[config.mk]
export PLATFORM = sky130hd
export DESIGN_NAME = wb_stage
export DESIGN_NICKNAME = d
export VERILOG_FILES = /design/src/rtl/wb_stage.sv
export SDC_FILE = /design/constraint.sdc
export NUM_CORES = 1
export LEC_CHECK = 0
export ABC_AREA = 1
export CAP_MARGIN = 40
export CORE_MARGIN = 2
export CORE_UTILIZATION = 35
export DETAILED_ROUTE_END_ITERATION = 12
export PLACE_DENSITY = 0.58
export SKIP_CTS_REPAIR_TIMING = 1
export SYNTH_ARGS = -nofsm -noshare
export SYNTH_HDL_FRONTEND = slang
export SYNTH_SLANG_ARGS = --single-unit
[constraint.sdc]
create_clock -name clk -period 1.7 [get_ports clk]
set_input_delay 0.51 -clock clk [delete_from_list [all_inputs] [get_ports clk]]
set_output_delay 0.51 -clock clk [all_outputs]
set_load 0.02 [all_outputs]
[src/rtl/wb_stage.sv]
// MEM/WB pipeline register and register-file write-back driver.
// Selects ALU, extended load or link result and counts retired instructions.
module wb_stage #(
  parameter int DATA_W      = 32,
  parameter int REG_ADDR_W  = 5,
  parameter int LINK_OFFSET = 8
) (
  input  logic                  clk,
  input  logic                  rst_n,
  input  logic                  stall,
  input  logic                  flush,
  input  logic                  in_valid,
  input  logic                  in_regwrite,
  input  logic                  in_memtoreg,
  input  logic                  in_link,
  input  logic [REG_ADDR_W-1:0] in_dest,
  input  logic [DATA_W-1:0]     in_alu_result,
  input  logic [DATA_W-1:0]     in_mem_data,
  input  logic [DATA_W-1:0]     in_pc,
  input  logic [1:0]            in_load_size,
  input  logic                  in_load_unsigned,
  input  logic [1:0]            in_byte_off,
  output logic                  RegWrite,
  output logic [REG_ADDR_W-1:0] writereg,
  output logic [DATA_W-1:0]     writedata,
  output logic                  wb_misalign,
  output logic [31:0]           retire_count
);

  logic                  r_valid, r_regwrite, r_memtoreg, r_link, r_unsigned;
  logic [REG_ADDR_W-1:0] r_dest;
  logic [DATA_W-1:0]     r_alu, r_mem, r_pc;
  logic [1:0]            r_size, r_off;
  logic [31:0]           r_retire_count;

  logic [7:0]            w_byte;
  logic [15:0]           w_half;
  logic [DATA_W-1:0]     w_load, w_result;
  logic                  w_misalign;

  always_ff @(posedge clk or negedge rst_n) begin
    if (!rst_n) begin
      r_valid    <= 1'b0;
      r_regwrite <= 1'b0;
      r_memtoreg <= 1'b0;
      r_link     <= 1'b0;
      r_unsigned <= 1'b0;
      r_dest     <= '0;
      r_alu      <= '0;
      r_mem      <= '0;
      r_pc       <= '0;
      r_size     <= '0;
      r_off      <= '0;
    end else if (flush) begin
      // Zeroing the fields makes a killed slot read back as writereg=0, writedata=0.
      r_valid    <= 1'b0;
      r_regwrite <= 1'b0;
      r_memtoreg <= 1'b0;
      r_link     <= 1'b0;
      r_unsigned <= 1'b0;
      r_dest     <= '0;
      r_alu      <= '0;
      r_mem      <= '0;
      r_pc       <= '0;
      r_size     <= '0;
      r_off      <= '0;
    end else if (!stall) begin
      r_valid    <= in_valid;
      r_regwrite <= in_regwrite;
      r_memtoreg <= in_memtoreg;
      r_link     <= in_link;
      r_unsigned <= in_load_unsigned;
      r_dest     <= in_dest;
      r_alu      <= in_alu_result;
      r_mem      <= in_mem_data;
      r_pc       <= in_pc;
      r_size     <= in_load_size;
      r_off      <= in_byte_off;
    end
  end

  // The held instruction retires when it leaves the stage.
  always_ff @(posedge clk or negedge rst_n) begin
    if (!rst_n)
      r_retire_count <= '0;
    else if (r_valid && !stall && !flush)
      r_retire_count <= r_retire_count + 32'd1;
  end

  always_comb begin
    w_byte     = r_mem[8*r_off +: 8];
    w_half     = r_mem[16*r_off[1] +: 16];
    w_load     = r_mem;
    w_misalign = 1'b0;
    case (r_size)
      2'b00: w_load = r_unsigned ? {{(DATA_W-8){1'b0}}, w_byte}
                                 : {{(DATA_W-8){w_byte[7]}}, w_byte};
      2'b01: begin
        w_load     = r_unsigned ? {{(DATA_W-16){1'b0}}, w_half}
                                : {{(DATA_W-16){w_half[15]}}, w_half};
        w_misalign = r_off[0];
      end
      default: w_misalign = (r_off != 2'b00);
    endcase
  end

  always_comb begin
    if (r_link)          w_result = r_pc + DATA_W'(LINK_OFFSET);
    else if (r_memtoreg) w_result = w_load;
    else                 w_result = r_alu;
  end

  assign wb_misalign  = r_valid & r_memtoreg & ~r_link & w_misalign;
  assign RegWrite     = r_valid & r_regwrite & (r_dest != '0) & ~wb_misalign;
  assign writereg     = r_dest;
  assign writedata    = w_result;
  assign retire_count = r_retire_count;

endmodule
==> flow_summary.yaml <==
outcome:
  status: "finished with violations"
  violations: "setup timing"
pwr:
  p_leak_nw: 6.396
  intPower_mw: 6.740
  pwr-share-clk: 0.378
  p_per_area_nw_per_um2: 758.8
  irDropWorstVdd_mv: 0.4829
  pwr-share-seq: 0.385
  switching_share: 0.3158
  p_sw_mw: 3.111
  combPwrFrac: 0.237
routing:
  ant_nets: 0
  drc_errors: 0
  vias: 9019
  firstDrtPassIters: 5
  post_drt_via_cell_ratio: 4.833
  routed_wl_um: 30770
  avgRoutedWirePerCell_um: 16.49
  drt_iter0_markers: 639
die:
  die_h_um: 157.7
  die_area_um2: 24860
  num_rows: 56
  ioPinCount: 185
  initial_core_util: 0.3543
  core_area_um2: 23330
  die_x_um: 157.7
critical_path:
  cpMaxStageDelayCell: "dfrtp_2"
  cp-startpoint: "r_off[1]$_DFFE_PN0P_"
  critPathKind: "reg2out"
  rr_startpoint: "retire_count[0]$_DFFE_PN0P_"
  start_kind: "flop"
  cp_common_cell: "nand2_4"
  critPathBufInv: 3
  end_kind: "output pin"
  slowest_delay_ns: 0.50
  cp.arrival_ns: 2.04
  cp_cell_sequence: "buf_12, nand2_4, nand2_4, nand2_4, nand2_4, nand2_8, nand2_8, buf_12, o21ai_4, nand2_2, buf_6"
  path_delay_family: "flip-flops"
  critical_path_required_ns: 1.19
  critical_path_peak_fanout: 8
yosys:
  synth_nets: 1310
  synth_seq_cells: 142
  synth_warnings: 0
  synth_edf_count: 0
  synthArstFlopShare: 1.000
  yosysUniqueCellTypes: 33
  ys_seq_area_frac: 0.4298
  synthesis.instances: 1194
  synth_area_per_cell_um2: 6.924
  netlist_area_um2: 8267
  synth_top_flop_cell: "dfrtp_1"
sta:
  slew_viol_final: 0
  period_needed_ns: 2.549
  fin_ws_ns: -0.8488
  tightest_slew_ns: 0.5449
  timing.slew.headroom: 0.6329
  finalCritPeriodShare: 1.499
  skew_ns: 0.007397
  hold_viol: 0
  max_freq_ghz: 0.3923
  setup_viol: 34
  rsz0062_at_grt: "yes"
clock_tree:
  clk_transition_reported_paths_ns: 0.07
  cts_tree: "yes"
  cts_buffers: 17
  cts_root_buf: "clkbuf_16"
  numClockSinks: 142
  worstSkewPairLatency_ns: 0.43
  clk_path_buf_depth: 2
  htreeDepth: 4
place:
  place_ws_ns: -0.8858
  dp_hpwl_um: 23520
  place.gp.congestion: 0.9225
  dpl-instance-area_um2: 11910
  io_buffers: 184
global_routing:
  grt_overflow_total: 0
  grt_pass1_wl_um: 47770
  grt_start_max_net_pins: 53
  grt_use_total: 0.2511
  antenna_found_initial: 0
  grt_pass1_vias: 8705
layout:
  nets: 1650
  fin_area_um2: 12980
  antenna_cells: 0
  drive_gt1_frac: 0.2592
  syn2layout_area_growth_pct: 57.05
hold_path:
  hold_class: "reg2reg"
  hold_start: "retire_count[4]$_DFFE_PN0P_"
job:
  drv_cap: 0
## synthesized netlist by cell type, types with 2 or more instances
| library cell | number | area share |
|---|---|---|
| a21oi_1 | 39 | 0.024 |
| buf_1 | 4 | 0.0018 |
| buf_2 | 7 | 0.0042 |
| clkbuf_1 | 36 | 0.016 |
| dfrtp_1 | 142 | 0.43 |
| ha_1 | 2 | 0.0030 |
| inv_1 | 98 | 0.044 |
| inv_2 | 6 | 0.0027 |
| nand2_1 | 458 | 0.21 |
| nand2_2 | 3 | 0.0023 |
| nand2_4 | 3 | 0.0041 |
| nand3_1 | 64 | 0.039 |
| nand3_2 | 2 | 0.0024 |
| nand3b_1 | 8 | 0.0073 |
| nand4_1 | 6 | 0.0045 |
| nor2_1 | 85 | 0.039 |
| nor2_2 | 13 | 0.0098 |
| nor2_4 | 2 | 0.0027 |
| nor3_1 | 5 | 0.0030 |
| o211ai_1 | 7 | 0.0064 |
| o21ai_0 | 161 | 0.097 |
| o21ai_1 | 4 | 0.0024 |
| o21ai_2 | 10 | 0.011 |
| xnor2_1 | 7 | 0.0074 |
| xor2_1 | 14 | 0.015 |
## cell families (layout without fill, tap and decap cells)
family                     after synthesis  after routing  synth area share
xor gates and xnor gates                21             21           0.02225
buffers and inverters                  155            507           0.07537
and+or+nand+nor                        653            654            0.3290
AOI/OAI and AO/OA                      221            221            0.1405
adders and majority gates                2              2          0.003027
DFF                                    142            142            0.4298
## power groups by stage
| stage | clock (mW) | combinational (mW) | sequential (mW) |
|---|---|---|---|
| after global placement | 0 | 2.24 | 3.84 |
| after global routing | 3.94 | 2.54 | 3.82 |
| after floorplan | 0 | 0.873 | 3.89 |
| after CTS | 3.81 | 2.26 | 3.78 |
| after detailed placement | 0 | 2.25 | 3.84 |
| final | 3.72 | 2.34 | 3.79 |
## routing by layer
metal | track usage | routed length (um) | up-vias
li1 | - | - | 4483
met1 | 0.3579 | 14370 | 4221
met2 | 0.3938 | 14200 | 286
met3 | 0.03997 | 1643 | 29
met4 | 0.07229 | 555 | 0
met5 | 0 | 0 | -
## layout by cell type, fill, tap and decap left out, types with 3 or more instances in the layout
master,instances
dlymetal6s2s_1,34
dfrtp_2,3
dfrtp_1,139
nand2_8,3
nand4_1,6
buf_4,170
nor3_1,3
inv_1,95
o21ai_4,6
clkdlybuf4s50_1,112
inv_6,8
nand3_1,57
inv_8,3
buf_2,5
a21oi_1,24
xnor2_1,7
xor2_1,14
nand2_2,35
a21oi_4,7
nor2_1,72
nand2_1,419
nor2_4,5
nand2_4,9
o21ai_0,128
nor2_2,23
clkbuf_16,19
buf_12,12
nand3b_1,8
a21oi_2,8
o21ai_2,22
clkbuf_2,13
o211ai_1,7
nand3_2,7
buf_6,20
inv_2,8
o21ai_1,19
## cell type report
class / instances / area (um2)
multi-input cells: 898 / 4596
repair buffers: 370 / 3453
fillers: 2243 / 10350
flip-flops and latches: 142 / 3557
inverters: 105 / 404.1
well taps: 319 / 399.1
clock inverters: 15 / 147.6
clock buffers: 17 / 425.4
## sequential cells by signal, indices dropped and copies added (netlist names)
signal	count
r_regwrite	1
r_alu	32
r_link	1
r_pc	32
r_mem	32
retire_count	32
r_memtoreg	1
r_size	2
writereg	5
r_off	2
r_unsigned	1
r_valid	1
## final timing paths
path,to,slack (ns),cells after the start
worst max-delay path,writedata[22],-0.85,11
worst min register to register,retire_count[4]$_DFFE_PN0P_,0.51,1
min in group asynchronous,r_pc[20]$_DFFE_PN0P_,0.53,2
max in group asynchronous,r_pc[6]$_DFFE_PN0P_,0.61,3
worst min-delay path,retire_count[4]$_DFFE_PN0P_,0.51,1
worst max register to register,retire_count[16]$_DFFE_PN0P_,0.17,6
## through the flow
| step | utilization | setup TNS, ns | hold slack [ns] | power (mW) | instances |
|---|---|---|---|---|---|
| floorplan | - | -4.168 | 0.2144 | 4.767 | 1194 |
| global placement | 0.5103 | -44.35 | 0.4324 | 6.085 | 1823 |
| detailed placement | 0.5103 | -47.18 | 0.4340 | 6.089 | 1823 |
| CTS | 0.5349 | -53.12 | -0.03225 | 9.855 | 1855 |
| global route | 0.5564 | -29.11 | 0.5404 | 10.30 | 1866 |
| finish | 0.5564 | -26.16 | 0.5146 | 9.852 | 1866 |
No activity file was read; power rests on OpenSTA's default activity.
